==> src/rtl/fifo_rd_drain_pkg.sv <==
// Shared definitions for the FIFO read-side drain engine.
// Latency: n/a (types and constants only).
// Backpressure: n/a.
package fifo_rd_drain_pkg;

  // Drain FSM encoding; 2'd3 is unused and recovers to IDLE.
  typedef enum logic [1:0] {
    IDLE  = 2'd0,
    RUN   = 2'd1,
    FLUSH = 2'd2
  } state_t;

  // The output buffer holds two entries, so its occupancy (0..2) needs two bits.
  localparam int BUF_DEPTH = 2;
  localparam int OCC_W     = 2;

endpackage

==> src/rtl/fifo_skid_buf.sv <==
// Two-entry skid buffer; head entry is presented combinationally on head_data.
// Latency: a push into an empty buffer is visible on head_data the next cycle.
// Backpressure: push is ignored when full unless a pop happens in the same cycle.
// Ports: rclk/rrst_n clock and async reset, push/push_data write side,
//        pop (head consumed), head_data current head, occ occupancy 0..2.
module fifo_skid_buf
  import fifo_rd_drain_pkg::*;
#(
  parameter int W = 9
) (
  input  logic             rclk,
  input  logic             rrst_n,
  input  logic             push,
  input  logic [W-1:0]     push_data,
  input  logic             pop,
  output logic [W-1:0]     head_data,
  output logic [OCC_W-1:0] occ
);

  logic [W-1:0] ent0;
  logic [W-1:0] ent1;
  logic         do_pop;
  logic         do_push;

  // Guard both sides so a stray pop on empty or push on full cannot corrupt state.
  assign do_pop    = pop && (occ != '0);
  assign do_push   = push && ((occ < OCC_W'(BUF_DEPTH)) || do_pop);
  assign head_data = ent0;

  always_ff @(posedge rclk or negedge rrst_n) begin
    if (!rrst_n) begin
      ent0 <= '0;
      ent1 <= '0;
      occ  <= '0;
    end else begin
      case ({do_push, do_pop})
        2'b10: begin
          if (occ == '0) ent0 <= push_data;
          else           ent1 <= push_data;
          occ <= occ + OCC_W'(1);
        end
        2'b01: begin
          ent0 <= ent1;
          occ  <= occ - OCC_W'(1);
        end
        2'b11: begin
          // Occupancy is unchanged; the new word lands behind whatever remains.
          if (occ == OCC_W'(1)) begin
            ent0 <= push_data;
          end else begin
            ent0 <= ent1;
            ent1 <= push_data;
          end
        end
        default: ;
      endcase
    end
  end

endmodule

==> src/rtl/fifo_rd_drain.sv <==
// Drains a first-word-fall-through FIFO into a valid/ready stream in BURST_LEN bursts.
// Latency: one cycle from rinc to m_valid when the output buffer is empty.
// Backpressure: m_ready low fills the 2-entry buffer, after which rinc stops.
// Ports: rclk/rrst_n clock and async reset; en drain enable; rempty/rdata/rinc
//        FIFO read side; m_data/m_valid/m_ready/m_last stream; busy (not IDLE);
//        beat_cnt saturating count of accepted beats.
module fifo_rd_drain
  import fifo_rd_drain_pkg::*;
#(
  parameter int DSIZE     = 8,
  parameter int BURST_LEN = 4
) (
  input  logic             rclk,
  input  logic             rrst_n,
  input  logic             en,
  input  logic             rempty,
  input  logic [DSIZE-1:0] rdata,
  output logic             rinc,
  output logic [DSIZE-1:0] m_data,
  output logic             m_valid,
  input  logic             m_ready,
  output logic             m_last,
  output logic             busy,
  output logic [15:0]      beat_cnt
);

  localparam int            CW       = (BURST_LEN > 1) ? $clog2(BURST_LEN) : 1;
  localparam logic [CW-1:0] PCNT_MAX = CW'(BURST_LEN - 1);

  state_t           state;
  state_t           state_nxt;
  logic [CW-1:0]    pcnt;
  logic [OCC_W-1:0] occ;
  logic [DSIZE:0]   head;
  logic             space;
  logic             pop_state;
  logic             last_word;
  logic             accept;

  // A full buffer still has room when the head leaves in the same cycle.
  assign space     = (occ < OCC_W'(BUF_DEPTH)) || m_ready;
  // FLUSH only pops while a burst is open, so a boundary stops the drain.
  assign pop_state = (state == RUN) || ((state == FLUSH) && (pcnt != '0));
  assign rinc      = !rempty && pop_state && space;
  assign last_word = (pcnt == PCNT_MAX);

  assign m_valid = (occ != '0);
  assign m_last  = head[DSIZE];
  assign m_data  = head[DSIZE-1:0];
  assign accept  = m_valid && m_ready;
  assign busy    = (state != IDLE);

  fifo_skid_buf #(
    .W(DSIZE + 1)
  ) u_buf (
    .rclk      (rclk),
    .rrst_n    (rrst_n),
    .push      (rinc),
    .push_data ({last_word, rdata}),
    .pop       (accept),
    .head_data (head),
    .occ       (occ)
  );

  always_ff @(posedge rclk or negedge rrst_n) begin
    if (!rrst_n) state <= IDLE;
    else         state <= state_nxt;
  end

  always_comb begin
    state_nxt = state;
    case (state)
      IDLE:    if (en) state_nxt = RUN;
      RUN:     if (!en) state_nxt = FLUSH;
      FLUSH: begin
        if (en)                                  state_nxt = RUN;
        else if ((pcnt == '0) && (occ == '0))    state_nxt = IDLE;
      end
      default: state_nxt = IDLE;
    endcase
  end

  // Pop counter only moves on an actual pop, so an empty FIFO stalls it in place.
  always_ff @(posedge rclk or negedge rrst_n) begin
    if (!rrst_n) begin
      pcnt <= '0;
    end else if (rinc) begin
      pcnt <= last_word ? '0 : pcnt + CW'(1);
    end
  end

  always_ff @(posedge rclk or negedge rrst_n) begin
    if (!rrst_n) begin
      beat_cnt <= '0;
    end else if (accept && (beat_cnt != 16'hFFFF)) begin
      beat_cnt <= beat_cnt + 16'd1;
    end
  end

endmodule

==> config.mk <==
export PLATFORM = sky130hd
export DESIGN_NAME = fifo_rd_drain
export DESIGN_NICKNAME = d
export VERILOG_FILES = /design/src/rtl/fifo_rd_drain_pkg.sv /design/src/rtl/fifo_skid_buf.sv /design/src/rtl/fifo_rd_drain.sv
export SDC_FILE = /design/constraint.sdc
export NUM_CORES = 1
export LEC_CHECK = 0
export BUFFER_PORTS_ARGS = -buffer_cell sky130_fd_sc_hd__buf_4
export CORE_AREA = 3 3 73 75
export CTS_CLUSTER_DIAMETER = 120
export DETAILED_ROUTE_END_ITERATION = 10
export DIE_AREA = 0 0 76 78
export PLACE_DENSITY = 0.66
export SLEW_MARGIN = 10
export SYNTH_ARGS = -nofsm -noshare
export SYNTH_HDL_FRONTEND = slang
export SYNTH_HIERARCHICAL = 1
export SYNTH_SLANG_ARGS = --single-unit
==> constraint.sdc <==
create_clock -name rclk -period 3.8 [get_ports rclk]
set_clock_uncertainty 0.15 [all_clocks]
set_input_delay 1.14 -clock rclk [delete_from_list [all_inputs] [get_ports rclk]]
set_output_delay 1.14 -clock rclk [all_outputs]
set_load 0.02 [all_outputs]
Yosys cells after proc, flatten, opt, wreduce, memory -nomap -nowiden --
Index checks and enable logic that the tools add are counted. W data, S select, Z words.
Word-level totals: bits in registers 40, input bits 13, output and inout bits 28, logic and storage cells 62
Operators by class: add/sub/neg operators 4, $lt $le $gt $ge 1, equal/unequal tests 14, muxes and demuxes 13, reduce and logical (&&, ||, !) cells 24
Operators by type and width (count):
- $mux W9 | 4
- $pmux W9 S3 | 1
- $pmux W9 S2 | 1
- $add A16 B1 Y16 const B | 1
- $ne A16 B16 Y1 const B | 1
- $mux W2 | 5
- $ne A2 B2 Y1 const B | 5
- $reduce_bool A2 Y1 | 5
- $eq A2 B2 Y1 const B | 4
- $logic_and A1 B1 Y1 | 8
- $eq A2 B1 Y1 const B | 3
- $logic_not A2 Y1 | 3
- $pmux W2 S3 | 1
- $reduce_and A3 Y1 | 2
- $add A2 B1 Y2 const B | 2
- $pmux W2 S2 | 1
- $logic_or A1 B1 Y1 | 3
- $ne A3 B2 Y1 const B | 1
- $reduce_bool A3 Y1 | 1
- $lt A2 B2 Y1 const B | 1
- $reduce_and A2 Y1 | 1
- $sub A2 B1 Y2 const B | 1
- $logic_not A1 Y1 | 1

Depth between registers and ports, before layout --
Gate-level depths: netlist (run 1).
depth in word-level cells 9, gate-level depth with buffers 11, depth with buffers taken out 10

Cells and area by module --
Netlist (run 1), hierarchy kept.
By module, submodules not included:
- fifo_rd_drain | instances 1, cells an instance 97, area each 1079.8 um^2, seq. area each 500.5 um^2
- fifo_skid_buf | instances 1, cells an instance 97, area each 1058.5 um^2, seq. area each 500.5 um^2

Worst setup path before layout (run 1) --
Ideal clock, no wire load.
path type input -> register, start point input port m_ready, end point register u_buf.ent1[0], setup time 0.125 ns, arrival time 2.999 ns, data required time 3.525 ns, slack 0.527 ns, stages on the path 11, buffers on the path 2, path through o21ai_2 > inv_1 > nand2b_1 > clkbuf_1 > nand2_1 > and2_1 > ha_1 > nor2b_1 > buf_6 > o21ai_4 > mux2_2
Between the ends: cells in the longest elaborated chain, start to end 7, elaborated cells between the ends (all ways) 13, those cells by class eq/ne: 4; mux: 1; reduce/logical: 8
RTL lines:
- start, declared | line fifo_rd_drain.sv:21 | input logic m_ready,
- $logic_and A1 B1 Y1 (*) | line fifo_rd_drain.sv:50 | assign accept = m_valid && m_ready;
- named net accept | line fifo_rd_drain.sv:38 | logic accept;
- $logic_and A1 B1 Y1 (*) | line fifo_skid_buf.sv:26 | assign do_pop = pop && (occ != '0);
- $logic_or A1 B1 Y1 | line fifo_skid_buf.sv:27 | assign do_push = push && ((occ < OCC_W'(BUF_DEPTH)) || do_pop);
- $logic_and A1 B1 Y1 | line fifo_skid_buf.sv:27
- $eq A2 B2 Y1 | line fifo_skid_buf.sv:36 | case ({do_push, do_pop})
- $ne A2 B2 Y1 (no source line) or $reduce_bool A2 Y1 (tied branches)
- $reduce_and A3 Y1 (no source line)
- end signal, assigned | line fifo_skid_buf.sv:39 | else ent1 <= push_data;
- end signal, assigned | line fifo_skid_buf.sv:52 | ent1 <= push_data;
- end, declared | line fifo_skid_buf.sv:21 | logic [W-1:0] ent1;
The timed path passes the listed nets; every way through them passes the cells marked *. A chain may end at the register's enable or synchronous reset.

Worst setup path after layout (run 1) --
start point input port m_ready, end point output port rinc
Between the ends: cells in the longest elaborated chain, start to end 2
RTL lines:
- $logic_or A1 B1 Y1 | line fifo_rd_drain.sv:41 | assign space = (occ < OCC_W'(BUF_DEPTH)) || m_ready;
- $logic_and A1 B1 Y1 | line fifo_rd_drain.sv:44 | assign rinc = !rempty && pop_state && space;
- end, declared | line fifo_rd_drain.sv:18 | output logic rinc,
Every way passes these cells.

==> Implementation_results.wiki, run 1 <==
{| class="wikitable"
! Metric !! Value
|-
| Run status || finished clean
|-
| P per Cell Area || 690 mW/mm^2
|-
| Ant diodes || 0
|-
| Clock sinks || 40
|-
| Final ANT Viol Nets || 0
|-
| Unrepaired setup endpoints after global routing || no
|-
| Worst-path fanout max || 2
|-
| Worst max-slew margin expressed relative to the limit || 0.634
|-
| DR pass1 iterations || 4
|-
| Non-filler instance count after layout || 306
|-
| Worst path most repeated cell || sky130_fd_sc_hd__buf_4
|-
| Max_cap viols || 0
|-
| Overall via count from detail_route || 1,574
|-
| Met3 Use GR || 0.0336
|-
| Ranking of synthesized cells by instance count || sky130_fd_sc_hd__dfrtp_1 (40), sky130_fd_sc_hd__o21ai_0 (14), sky130_fd_sc_hd__nor3_1 (13)
|-
| Switching power || 0.673 mW
|-
| Port Buffers || 40
|-
| Delay of the slowest critical-path stage || 0.29 ns
|-
| Global-route wire length before repair || 7.44 mm
|-
| Final critical path time including I/O delays and setup || 3.05 ns
|-
| Max stage delay cell, worst path || sky130_fd_sc_hd__a221oi_2
|-
| Synthesized area || 0.00214 sq mm
|-
| CTS tree || done
|-
| Global routing met1 resource utilization || 0.212
|-
| Worst Setup Slack, final || 0.754 ns
|-
| Insertion delay of the later-clocked pin in the worst-skew pair || 0.30 ns
|-
| Switch share || 0.374
|-
| Layer carrying the most global-route usage || met2
|-
| Largest cells by area after synthesis || sky130_fd_sc_hd__dfrtp_1 (47%), sky130_fd_sc_hd__mux2_2 (5.8%), sky130_fd_sc_hd__ha_1 (5.3%)
|-
| Kind of end point of the critical path || output port
|-
| Vias in the first global route || 1,537
|-
| Cell type with the largest total area after synthesis || sky130_fd_sc_hd__dfrtp_1
|-
| Fin Setup TNS || 0 ns
|-
| Number of design rule violations left after detail routing || 0
|-
| Syn avg cell area || 11.0 sq um
|-
| Transition time at the pin with the least slew margin || 0.544 ns
|-
| Number of placement rows || 25
|-
| Final setup viols || 0
|-
| Antenna violations before repair || 0
|-
| Number of nets in the synthesized netlist || 216
|-
| Internal Power || 1.13 mW
|-
| Post-synthesis to final-layout area growth || 22.1%
|-
| Floorplan die height || 78 um
|-
| Total of cells resized after clock tree synthesis || 0
|-
| Global router's overall resource usage || 0.157
|-
| Boundary pin count || 41
|-
| CTS Buf Count || 5
|-
| Top-count cell post-synth || sky130_fd_sc_hd__dfrtp_1
|-
| Horizontal die dimension || 76 um
|-
| Critical Path RT || 2.51 ns
|-
| CTS hold repair buffers || 0
|-
| Fraction of the yosys area taken by sequential cells || 0.468
|-
| Final count of hold timing violations || 0
|-
| Total non-filler cell area in the finished layout || 0.00261 sq mm
|-
| Die area || 0.00593 sq mm
|-
| Comb pwr share || 0.417
|-
| Post-CTS repair timing setup buffer count || 0
|-
| Data arrival time of the critical path || 1.76 ns
|-
| Avg Vias per Cell || 5.14
|-
| Unique masters post-synth || 40
|-
| Portion of total power attributed to the clock network || 0.190
|-
| Number of synthesized flops with an enable pin || 0
|-
| Maximum number of pins on one net before global-route repair || 41
|-
| Syn Inst Count || 194
|-
| Instance area after placement || 0.00250 sq mm
|-
| Remaining Overflow, GRT || 0
|-
| Largest buffer count on any clock path || 2
|-
| Synthesis Warnings || 6
|-
| Count of state elements after synthesis || 40
|-
| Clock root buffer || sky130_fd_sc_hd__clkbuf_8
|-
| Number of pins with negative max-slew slack in the final report || 0
|-
| Sort of element at the start of the critical path || input pin
|-
| Buffers and inverters on the worst path || 3
|-
| Post-layout net count || 260
|-
| Synth Flop Type || sky130_fd_sc_hd__dfrtp_1
|-
| Routed length per instance || 13.7 um
|-
| Setup Slack @ Placement || 0.519 ns
|-
| Count of routing violations after the opening detailed-route iteration || 106
|-
| Clock-pin transition on the worst setup and hold timing paths || 0.07 ns
|-
| Area share of the largest cell type after synthesis || 0.468
|-
| H-tree level count || 2
|-
| Area of the core region || 0.00472 sq mm
|-
| Critical path class || input pin to output port
|-
| Fraction of synthesis flops using an asynchronous set or reset pin || 1.00
|-
| Fraction of final layout cells with drive strength greater than 1 || 0.322
|-
| Max rail drop VDD || 0.262 mV
|-
| Largest delay contributor family on the critical path || buffers and inverters
|-
| Leakage power figure || 1.21 nW
|-
| Post-route fraction of the period consumed by the critical path || 0.802
|-
| Dpl cells || 298
|-
| Sequential fraction of design power || 0.393
|-
| Fill cell instance count of the final layout || 413
|-
| Weighted congestion at the end of routability-driven global placement || 0.791
|-
| Half-perimeter wire length after detailed placement || 3.03 mm
|-
| Wire length after detailed routing || 4.19 mm
|-
| Ordered list of cells on the worst path || buf_4 > inv_1 > a221oi_2 > buf_4
|-
| Worst hold path class || flip-flop to flip-flop
|-
| Highest clock frequency the design can meet || 0.328 GHz
|-
| GR met2 Demand/Resource || 0.243
|-
| Initial standard-cell utilization of the core || 0.453
|}
path summary, 6_finish.rpt:
check / startpoint / end / slack [ns] / cells after the start
max in group asynchronous: rrst_n / u_buf/occ[1] / 2.50 / 1
min: state[1] / state[0] / 0.34 / 1
max: m_ready / rinc / 0.75 / 4
min in group asynchronous: rrst_n / u_buf/head_data[2] / 0.65 / 1
min reg2reg: state[1] / state[0] / 0.34 / 1
max reg2reg: u_buf/occ[1] / u_buf/ent1[3] / 1.18 / 9
logic make-up (layout without fill, tap and decap cells):
| family | count (synthesis) | in the layout | synth area share |
|---|---|---|---|
| xor+xnor | 13 | 13 | 0.0532 |
| compound gates | 40 | 40 | 0.123 |
| flops | 40 | 40 | 0.468 |
| simple gates | 62 | 62 | 0.190 |
| mux | 13 | 13 | 0.0702 |
| fa+ha+maj | 9 | 9 | 0.0527 |
| buf+inv | 17 | 62 | 0.0421 |
layer usage:
metal	part of all wire	up-vias
li1	-	787
met1	0.48	750
met2	0.46	33
met3	0.045	4
met4	0.012	0
met5	0	-
sequential cells by signal, indices dropped and copies added, names as in the netlist:
signal           flops
u_buf/head_data      9
pcnt                 2
state                2
beat_cnt            16
u_buf/occ            2
u_buf/ent1           9
metrics by stage:
step,utilization,power [mW],hold slack (ns)
final,0.553,1.80,0.342
after global routing,0.553,1.94,0.360
after CTS,0.553,1.83,0.338
after detailed placement,0.530,1.48,0.328
after global placement,0.530,1.47,0.329
after floorplan,-,1.22,0.300
worst reg2reg max path, stage by stage (launching register included):
cell	delay (ns)
sky130_fd_sc_hd__dfrtp_1	0.46
sky130_fd_sc_hd__o21ai_2	0.31
sky130_fd_sc_hd__inv_1	0.08
sky130_fd_sc_hd__nand2b_1	0.17
sky130_fd_sc_hd__nand2_1	0.09
sky130_fd_sc_hd__and2_1	0.20
sky130_fd_sc_hd__ha_1	0.20
sky130_fd_sc_hd__nor2b_1	0.17
sky130_fd_sc_hd__o21ai_4	0.32
sky130_fd_sc_hd__mux2_2	0.38
layout by cell type (no fill, tap or decap), types with 3 or more instances in the layout:
master                      n
sky130_fd_sc_hd__a31oi_1   11
sky130_fd_sc_hd__buf_4     45
sky130_fd_sc_hd__clkbuf_8   5
sky130_fd_sc_hd__dfrtp_1   40
sky130_fd_sc_hd__ha_1       9
sky130_fd_sc_hd__inv_1      9
sky130_fd_sc_hd__mux2_2    11
sky130_fd_sc_hd__nand2_1   10
sky130_fd_sc_hd__nand3_1    6
sky130_fd_sc_hd__nor2_1     4
sky130_fd_sc_hd__nor2b_1    3
sky130_fd_sc_hd__nor3_1    13
sky130_fd_sc_hd__nor4_1     3
sky130_fd_sc_hd__o211ai_1   9
sky130_fd_sc_hd__o21ai_0   14
sky130_fd_sc_hd__or2_2      3
sky130_fd_sc_hd__xnor2_1    6
sky130_fd_sc_hd__xor2_1     7
power groups by stage:
| stage | logic [mW] | clock network [mW] | registers [mW] |
|---|---|---|---|
| finish | 0.752 | 0.342 | 0.709 |
| global route | 0.833 | 0.373 | 0.738 |
| CTS | 0.763 | 0.355 | 0.711 |
| detailed placement | 0.761 | 0 | 0.720 |
| global placement | 0.749 | 0 | 0.717 |
| floorplan | 0.428 | 0 | 0.795 |
cell type report:
type	count	area, sq um	share of cell area
well taps	67	83.8	0.0321
clock buffers	6	72.6	0.0278
flip-flops and latches	40	1000	0.383
repair buffers	45	338	0.129
multi-input cells	137	1050	0.401
clock inverters	2	35.0	0.0134
inverters	9	33.8	0.0129
Power figures use the tool's default switching activity.
==> run 2: changes to the inputs <==
clock period = 2.95 ns   (was 3.8 ns; I/O delays follow)
==> run 2 against run 1 <==
  * Utilization grew 0.16 points
  * Critical path depth grew 3
  * Register-to-register slack lost 0.71 ns
  * Combinational power grew 30%
  * Sequential cell count is the same
  * Design area grew 0.29%
  * Hold slack lost 0.0045 ns
  * First-iteration DRC count shrank 47%
  * Largest power group unchanged
==> Implementation_results.wiki, run 2 (synthesis gave the netlist of run 1 again) <==
{| class="wikitable"
! Metric !! Value
|-
| Total of cells resized after clock tree synthesis || 0
|-
| Post-CTS repair timing setup buffer count || 0
|-
| Kind of end point of the critical path || output port
|-
| Critical R2R Launch || u_buf/occ[1]
|-
| Die area || 0.00593 sq mm
|-
| Max FFs per register || 16
|-
| Leakage power figure || 1.22 nW
|-
| Buffers and inverters on the worst path || 4
|-
| Comb pwr share || 0.420
|-
| Post-route fraction of the period consumed by the critical path || 0.914
|-
| Highest clock frequency the design can meet || 0.371 GHz
|-
| Floorplan die height || 78 um
|-
| Critical hold path startpoint || state[1]
|-
| Insertion delay of the later-clocked pin in the worst-skew pair || 0.29 ns
|-
| Switch share || 0.372
|-
| Internal Power || 1.46 mW
|-
| Final count of hold timing violations || 0
|-
| Reg2reg path depth || 9
|-
| Count of routing violations after the opening detailed-route iteration || 56
|-
| Remaining Overflow, GRT || 0
|-
| Worst Setup Slack, final || 0.253 ns
|-
| H-tree level count || 2
|-
| Total power of the final layout || 2.33 mW
|-
| Setup Slack @ Placement || 0.147 ns
|-
| Most frequent standard cell in the layout excluding fill and tap cells || sky130_fd_sc_hd__buf_4
|-
| Portion of total power attributed to the clock network || 0.187
|-
| Largest delay contributor family on the critical path || buffers and inverters
|-
| Dpl cells || 299
|-
| Routed length per instance || 13.7 um
|-
| Number of design rule violations left after detail routing || 0
|-
| Final setup viols || 0
|-
| Vias in the first global route || 1,602
|-
| Switching power || 0.868 mW
|-
| Global-route wire length before repair || 7.56 mm
|-
| Critical path class || flip-flop to output port
|-
| Avg Vias per Cell || 5.14
|-
| Top register by number of flip-flops || beat_cnt
|-
| Port Buffers || 40
|-
| Antenna violations before repair || 0
|-
| Max stage delay cell, worst path || sky130_fd_sc_hd__dfrtp_1
|-
| Clock-pin transition on the worst setup and hold timing paths || 0.07 ns
|-
| Number of instances on the worst hold path || 1
|-
| Horizontal die dimension || 76 um
|-
| Fin Setup TNS || 0 ns
|-
| Total non-filler cell area in the finished layout || 0.00262 sq mm
|-
| Maximum number of pins on one net before global-route repair || 41
|-
| Transition time at the pin with the least slew margin || 0.538 ns
|-
| Global router's overall resource usage || 0.159
|-
| Instance area after placement || 0.00251 sq mm
|-
| Clock sinks || 40
|-
| Share of the core filled with cells || 0.554
|-
| Ant diodes || 0
|-
| Number of pins with negative max-slew slack in the final report || 0
|-
| CTS hold repair buffers || 0
|-
| Register-to-register path setup slack || 0.47 ns
|-
| Most frequent cells in the layout || sky130_fd_sc_hd__buf_4 (46), sky130_fd_sc_hd__dfrtp_1 (40), sky130_fd_sc_hd__o21ai_0 (14)
|-
| Final ANT Viol Nets || 0
|-
| Post-synthesis to final-layout area growth || 22.5%
|-
| Clock root buffer || sky130_fd_sc_hd__clkbuf_8
|-
| Final hold slack || 0.338 ns
|-
| Endpoint with the worst hold slack || state[0]
|-
| Data arrival time of the critical path || 1.66 ns
|-
| Weighted congestion at the end of routability-driven global placement || 0.771
|-
| P per Cell Area || 890 mW/mm^2
|-
| Delay of the slowest critical-path stage || 0.39 ns
|-
| Wire length after detailed routing || 4.21 mm
|-
| Non-filler instance count after layout || 307
|-
| Post-layout net count || 261
|-
| Sequential fraction of design power || 0.392
|-
| Worst-path fanout max || 5
|-
| Overall via count from detail_route || 1,579
|-
| Worst hold path class || flip-flop to flip-flop
|-
| Sort of element at the start of the critical path || flip-flop
|-
| Boundary pin count || 41
|-
| Number of placement rows || 25
|-
| Max rail drop VDD || 0.367 mV
|-
| CTS Buf Count || 5
|-
| Ordered list of cells on the worst path || inv_1 > ha_1 > inv_1 > nand2_1 > a221oi_2 > buf_4 > buf_4
|-
| Worst max-slew margin expressed relative to the limit || 0.639
|-
| Max_cap viols || 0
|-
| Critical Path RT || 1.92 ns
|-
| Largest buffer count on any clock path || 2
|-
| Final critical path time including I/O delays and setup || 2.70 ns
|-
| Fraction of final layout cells with drive strength greater than 1 || 0.325
|-
| Unrepaired setup endpoints after global routing || no
|-
| Reg2Reg Capture Point || u_buf/head_data[7]
|-
| Area of the core region || 0.00472 sq mm
|-
| Initial standard-cell utilization of the core || 0.453
|-
| CTS tree || done
|-
| Half-perimeter wire length after detailed placement || 3.03 mm
|-
| DR pass1 iterations || 4
|-
| Run status || finished clean
|}
## run 2: cell types whose count changed in the layout (fill, tap and decap cells not counted)
cell | previous run | this run
sky130_fd_sc_hd__buf_4 | 45 | 46
## run 2: worst reg2reg max path: cells and delay by family, from the launching register on
kind,cells,cell delay (ns)
fa+ha+maj,2,0.70
simple gates,1,0.16
flops,1,0.48
buf+inv,4,0.58
compound gates,2,0.35
## run 2: per-layer routing
metal / vias to the layer above / GRT usage / wire length [um]
met4: 0 / 0.0652 / 68
met5: - / 0 / 0
met1: 752 / 0.207 / 2070
met3: 7 / 0.0452 / 176
li1: 786 / - / -
met2: 34 / 0.249 / 1890
## run 2: worst max path at each step
stage                        from       endpoint  slack [ns]  depth (start not counted)
after floorplan           m_ready  u_buf/ent1[0]        0.03                         11
after global placement    m_ready  u_buf/ent1[7]        0.19                         10
after detailed placement  m_ready  u_buf/ent1[4]        0.15                         10
after CTS                 pcnt[0]           rinc        0.24                          7
after global routing      pcnt[0]           rinc        0.12                          7
final                     pcnt[0]           rinc        0.25                          7
## run 2: power by group through the flow
stage | logic (mW) | registers [mW] | clock network [mW]
6_report | 0.980 | 0.915 | 0.436
5_1_grt | 1.08 | 0.950 | 0.473
4_1_cts | 0.997 | 0.917 | 0.454
3_5_place_dp | 0.987 | 0.928 | 0
3_3_place_gp | 0.967 | 0.922 | 0
2_1_floorplan | 0.552 | 1.02 | 0
## run 2: final cells by class
| cell class | count | area (sq um) |
|---|---|---|
| multi-input cells | 137 | 1050 |
| clock inverters | 2 | 35.0 |
| inverters | 9 | 33.8 |
| fillers | 442 | 2100 |
| repair buffers | 46 | 345 |
| flip-flops and latches | 40 | 1000 |
| well taps | 67 | 83.8 |
| clock buffers | 6 | 72.6 |
